[config.mk]
export PLATFORM = sky130hd
export DESIGN_NAME = fetch_queue
export DESIGN_NICKNAME = d
export VERILOG_FILES = /design/src/rtl/fetch_queue.sv
export SDC_FILE = /design/constraint.sdc
export NUM_CORES = 1
export LEC_CHECK = 0
export CAP_MARGIN = 20
export CORE_MARGIN = 2
export CORE_UTILIZATION = 53
export DETAILED_ROUTE_END_ITERATION = 10
export GPL_TIMING_DRIVEN = 0
export PLACE_DENSITY = 0.78
export RECOVER_POWER = 100
export SLEW_MARGIN = 20
export SYNTH_ARGS = -nofsm -noshare
export SYNTH_HDL_FRONTEND = slang
export SYNTH_SLANG_ARGS = --single-unit
[constraint.sdc]
create_clock -name clk -period 8.5 [get_ports clk]
set_clock_uncertainty 0.15 [all_clocks]
set_input_delay 0.85 -clock clk [delete_from_list [all_inputs] [get_ports clk]]
set_output_delay 0.85 -clock clk [all_outputs]
set_load 0.02 [all_outputs]
[src/rtl/fetch_queue.sv]
// fetch_queue: sequential instruction fetcher with an in-order {word, pc} queue feeding decode.
// A redirect flushes the queue and marks every in-flight memory response as stale.
module fetch_queue #(
    parameter int          DEPTH    = 4,
    parameter logic [31:0] RESET_PC = 32'h0000_0000
) (
    input  logic        clk,
    input  logic        reset_n,
    input  logic        redirect,
    input  logic [31:0] redirect_pc,
    output logic        imem_req_valid,
    input  logic        imem_req_ready,
    output logic [31:0] imem_req_addr,
    input  logic        imem_resp_valid,
    input  logic [31:0] imem_resp_data,
    output logic        instr_valid,
    input  logic        instr_ready,
    output logic [31:0] instr,
    output logic [31:0] instr_pc,
    output logic [31:0] instr_pcplus4
);
    localparam int AW = $clog2(DEPTH);
    localparam int CW = AW + 1;

    logic [31:0]   words [DEPTH];
    logic [31:0]   pcs   [DEPTH];
    logic [AW-1:0] head, tail;
    logic [CW-1:0] count, inflight, discard;
    logic [31:0]   fetch_pc, resp_pc, target_pc;
    logic [CW:0]   credits;
    logic          accept, push, pop, drop;

    assign target_pc      = redirect_pc & 32'hFFFF_FFFC;
    assign credits        = {1'b0, count} + {1'b0, inflight};
    assign imem_req_valid = reset_n && !redirect && (credits < (CW + 1)'(DEPTH));
    assign imem_req_addr  = fetch_pc;
    assign accept         = imem_req_valid && imem_req_ready;
    assign drop           = imem_resp_valid && (discard != '0);
    assign push           = imem_resp_valid && (discard == '0) && !redirect;
    assign instr_valid    = (count != '0);
    assign pop            = instr_valid && instr_ready && !redirect;
    assign instr          = words[head];
    assign instr_pc       = pcs[head];
    assign instr_pcplus4  = pcs[head] + 32'd4;

    // resp_pc tracks the address of the next non-stale response, so no address FIFO is needed
    always_ff @(posedge clk or negedge reset_n) begin
        if (!reset_n) begin
            fetch_pc <= RESET_PC;
            resp_pc  <= RESET_PC;
            head     <= '0;
            tail     <= '0;
            count    <= '0;
            inflight <= '0;
            discard  <= '0;
        end else begin
            fetch_pc <= redirect ? target_pc : accept ? fetch_pc + 32'd4 : fetch_pc;
            resp_pc  <= redirect ? target_pc : push ? resp_pc + 32'd4 : resp_pc;
            head     <= redirect ? '0 : head + AW'(pop);
            tail     <= redirect ? '0 : tail + AW'(push);
            count    <= redirect ? '0 : count + CW'(push) - CW'(pop);
            inflight <= inflight + CW'(accept) - CW'(imem_resp_valid);
            discard  <= redirect ? inflight - CW'(imem_resp_valid) : discard - CW'(drop);
        end
    end

    always_ff @(posedge clk) begin
        if (push) begin
            words[tail] <= imem_resp_data;
            pcs[tail]   <= resp_pc;
        end
    end
endmodule

# [Word-level counts from Yosys, hierarchy flattened]
# Memories as Yosys holds them, arrays and structs flattened.
# Index checks and enable logic that the tools add are counted.
[word_totals] regBits=77 ram_bits=256 in_bits=70 output_inout_bits=130 elab_cells=46 memories=2
[mem_list] name="pcs" depth=4 width=32 rd=1 rd_ports_with_merged_regs=0 write_ports=1 line_no="26" source="logic [31:0] pcs [DEPTH];"
[mem_list] name="words" depth=4 width=32 rd=1 rd_ports_with_merged_regs=0 write_ports=1 line_no="25" source="logic [31:0] words [DEPTH];"
[op_classes] addsub=12 order_cmp=1 mux=10 n_reduce_logical=14
[ops] cell="2-to-1 mux 32 bit" n=4
[ops] cell="adder 32 x 3 -> 32 bit (second input constant)" n=3
[ops] cell="subtractor 3 x 1 -> 3 bit" n=4
[ops] cell="logical AND 1 bit" n=8
[ops] cell="adder 3 x 1 -> 3 bit" n=2
[ops] cell="2-to-1 mux 3 bit" n=2
[ops] cell="nonzero test 3 bit" n=2
[ops] cell="adder 2 x 1 -> 2 bit" n=2
[ops] cell="adder 3 x 3 -> 4 bit" n=1
[ops] cell="less-than comparator 4 x 3 -> 1 bit (second input constant)" n=1
[ops] cell="2-to-1 mux 2 bit" n=2
[ops] cell="nonzero test 2 bit" n=2
[ops] cell="logical NOT 3 bit" n=1
[ops] cell="2-to-1 mux 1 bit" n=2
[ops] cell="logical NOT 1 bit" n=1

# [Logic depth before layout (Yosys ltp)]
[logic_depth] ltp_word=6 depth_mapped=13 mapped_depth_nobuf=11

# [Least setup slack after synthesis]
# OpenSTA, ideal clock, no wires.
[synth_path] path_type="in2reg" startpoint="in imem_resp_valid" endpoint="mem pcs[2][10], enable pin" setup_ns=0.571 arrival_time_ns=5.984 required_ns=7.779 path_slack_ns=1.795 path_stages=3 path_buffers=0 cell_sequence="nor4b_4 nand2_1 nor3b_1"
[synth_via] elab_chain_cells=4
[synth_lines] item="start: declaration" line_no="14" source="input logic imem_resp_valid,"
[synth_lines] item="logical AND 1 bit (2 in a row)" line_no="39" source="assign push = imem_resp_valid && (discard == '0) && !redirect;"
[synth_lines] item="2-to-1 mux 1 bit" line_no="68" source="if (push) begin"
[synth_lines] item="2-to-1 mux 1 bit (not written as such)" line_no="70" source="pcs[tail] <= resp_pc;"
[synth_lines] item="end: declaration" line_no="26"
# Every way passes these cells.

# [Final worst setup path]
[layout_path] startpoint="in imem_resp_valid" endpoint="mem words[2][0], enable pin"
[layout_via] elab_chain_cells=4
[layout_lines] item="logical AND 1 bit (2 in a row)" line_no="39"
[layout_lines] item="2-to-1 mux 1 bit" line_no="68"
[layout_lines] item="2-to-1 mux 1 bit (not written as such)" line_no="69" source="words[tail] <= imem_resp_data;"
[layout_lines] item="end: declaration" line_no="25"
# Every way passes these cells.

==> summary.txt <==
Run status
  – Run status: finished with violations
  – Violated checks: max-capacitance violations, max-slew violations

Floorplanning
  – Cell row count: 59
  – Floorplan die width: 165.5 µm
  – Overall die area: 27390 µm²
  – Core Box Area: 25840 µm²
  – Total I/O pin count: 200
  – Initial cell density of the core: 0.5350
  – Y dimension of the die: 165.5 µm

Clocking
  – CTS Root Cell: clkbuf_16
  – Number of clock sinks seen by CTS: 321
  – Cts hold-fix bufs: 0
  – Clock transition at the registers of the reported paths: 70 ps
  – Level count of the clock H-tree: 2
  – Clock insertion delay at the later pin of the skew report: 510 ps
  – Cts bufs inserted: 34
  – Count of instances resized after the clock tree is built: 0
  – Total setup buffers inserted after CTS: 0
  – Maximum clock insertion buffer count: 3
  – Clock tree from TritonCTS: yes

STA
  – Setup repair after global routing missed its margin: false
  – Number of slew-limit violations in the final report: 87
  – Fin. Hold Viols: 0
  – Total negative slack: 0 ps
  – Final min period: 5737 ps
  – Endpoints failing setup: 0
  – Worst-case hold slack: 406.4 ps
  – Share of the cycle needed by the critical path after routing: 0.6750
  – Max-Slew Margin vs Limit: -0.9253
  – Maximum achievable frequency: 0.1743 GHz
  – Slew at the pin closest to its max-slew limit: 2888 ps

Setup path
  – Critical Setup Path Class: input port to flip-flop
  – Critical path capture point type: flip-flop
  – Delay of the slowest cell on the worst path: 1340 ps
  – Count of cells along the worst register-to-register path: 6
  – Critical path's slowest cell: nor4b_1
  – Crit path launch type: input port
  – Crit-path most repeated cell: clkbuf_1
  – Biggest fanout along the worst timing path: 9
  – Worst reg-to-reg setup slack: 3290 ps
  – Critical register-to-register path startpoint: discard[0]$_DFF_PN0_
  – Critical path, cell by cell: dlygate4sd3_1 -> nor4b_1 -> nand2_1 -> nor3b_1 -> clkbuf_1 -> clkbuf_1 -> clkbuf_1
  – Data arrival time of the critical path: 5720 ps
  – R2R Path End: words[2][0]$_DFFE_PP_
  – Endpoint required time on the critical path: 8490 ps

Flow run
  – Max-cap check violation count: 3

Drt
  – Via-per-instance ratio: 5.836
  – First DRT Iteration DRCs: 738
  – Number of iterations in the first detailed-routing pass: 5
  – Vias after detailed routing: 8579
  – Wire length reported by the detailed router: 31280 µm
  – Routed WL per cell: 21.28 µm
  – Count of unresolved DRC violations after routing: 0
  – Final antenna-violating net count: 0

Yosys
  – Post-synth top cells: 248 x edfxtp_1, 73 x dfrtp_1, 65 x nand2_1
  – Flip-flop and latch count after synthesis: 321
  – Area share of the leading cell type in the synthesized netlist: 0.5387
  – Number of warning messages in the yosys log: 0
  – Area of the mapped netlist: 13820 µm²
  – Most common cell in the synthesized netlist: edfxtp_1
  – Cell type contributing the most total cell area after synthesis: edfxtp_1
  – Predominant post-synthesis flop cell: edfxtp_1
  – Post-synthesis cell count: 859
  – Async SR Flop Fraction: 0.2274
  – Count of cell types in the netlist: 57
  – Synth Area per Inst: 16.09 µm²
  – Portion of the post-synthesis area used by sequential elements: 0.6709
  – Top cells by area, synth: edfxtp_1 54%, dfrtp_1 13%, mux4_2 7.8%
  – EDFF count, synth: 248

Global routing
  – All-Layer GR Usage: 0.2325
  – Initial antenna violation count: 0
  – GR Overflow Total: 0
  – Global-route wire length before repair: 48180 µm
  – Pin count of the biggest net entering global routing: 56
  – Vias in the first global route: 8684

Placement
  – Cell count after placement: 1409
  – Port bufs: 190
  – Placed cell areas: 16410 µm²
  – RePlAce Congestion: 0.8969
  – Final HPWL from detailed placement: 21730 µm

Pwr
  – Leakage power: 5.980 nW
  – PD cells: 238.0 nW/µm²
  – Worst ir drop on vdd: 0.1387 mV

Cells and area
  – Final design instance area without fill: 17300 µm²
  – Final Net Count: 1197
  – Layout overhead on the synthesized area: 25.14%
  – Final Instance Count excl. Fillers: 1470
  – Proportion of layout cells with a drive suffix above 1: 0.1182

Hold path
  – Type of the most critical hold path: input port to asynchronous set/reset pin
-- logic make-up after synthesis --
group	after synthesis	share of synthesized area
AO/OA/AOI/OAI	87	0.03928
XOR/XNOR	68	0.04308
adder cells (fa/ha/maj)	17	0.01647
buffers and inverters	64	0.02616
flip-flops	321	0.6709
multiplexers	72	0.1126
other	1	0.0002713
AND/OR/NAND/NOR	229	0.09124
-- power breakdown --
part	internal, W	total (W)	switching (W)
Combinational	0.000391	0.000846	0.000455
Clock	0.000823	0.00139	0.000567
Sequential	0.00179	0.00188	0.0000943
Total	0.00300	0.00412	0.00112
-- layout make-up --
type	count	area [µm²]
repair buffers	210	2027
diodes	1	2.502
multi-input cells	479	4170
inverters	20	75.07
well taps	335	419.2
fillers	1848	8538
flip-flops and latches	321	9274
plain buffers	44	280.3
clock buffers	47	963.4
clock inverters	13	87.58
-- stage by stage --
step,utilization,setup WS [ps],total power (W)
2_1_floorplan,-,1795,0.002426
3_3_place_gp,0.6256,-2311,0.002801
3_5_place_dp,0.6351,4297,0.002820
4_1_cts,0.6758,3721,0.004214
5_1_grt,0.6694,2403,0.004283
6_report,0.6695,2763,0.004116
-- cells in the final DEF (no fill, tap or decap), drive strengths merged, types with 15 or more instances in the layout --
| cell type | count |
|---|---|
| edfxtp | 248 |
| dlygate4sd3 | 152 |
| clkbuf | 96 |
| dfrtp | 73 |
| nand2 | 65 |
| mux4 | 62 |
| xnor2 | 44 |
| nand3 | 43 |
| o21ai | 43 |
| clkdlybuf4s50 | 37 |
| xor2 | 24 |
| nand4 | 23 |
| and3 | 21 |
| nor2 | 21 |
| inv | 20 |
| buf | 16 |
| ha | 15 |
-- state kept, by name, indices dropped and copies added (netlist names) --
name and cells:
words 128, resp_pc 30, inflight 3, tail 2, pcs 120, head 2, count 3, imem_req_addr 30
discard 3
-- per-layer routing --
metal	routed length, µm	track usage
met1	13220	0.3203
met2	15340	0.3855
met3	2135	0.03571
met4	592	0.07367
met5	0	0
-- worst max-delay path by stage --
stage / startpoint / end / slack (ps)
after global routing: imem_resp_valid / words[2][8]$_DFFE_PP_ / 2400
after detailed placement: head[0]$_DFF_PN0_ / instr_pcplus4[12] / 4300
after CTS: head[0]$_DFF_PN0_ / instr_pcplus4[12] / 3720
after floorplan: imem_resp_valid / pcs[2][10]$_DFFE_PP_ / 1790
final: imem_resp_valid / words[2][0]$_DFFE_PP_ / 2760
after global placement: imem_resp_valid / words[2][8]$_DFFE_PP_ / -2310
-- critical path: cells and delay by family --
kind / cells / cell delay (ps)
buffers and inverters: 4 / 2030
AND/OR/NAND/NOR: 3 / 2830
Power figures use the tool's default switching activity.
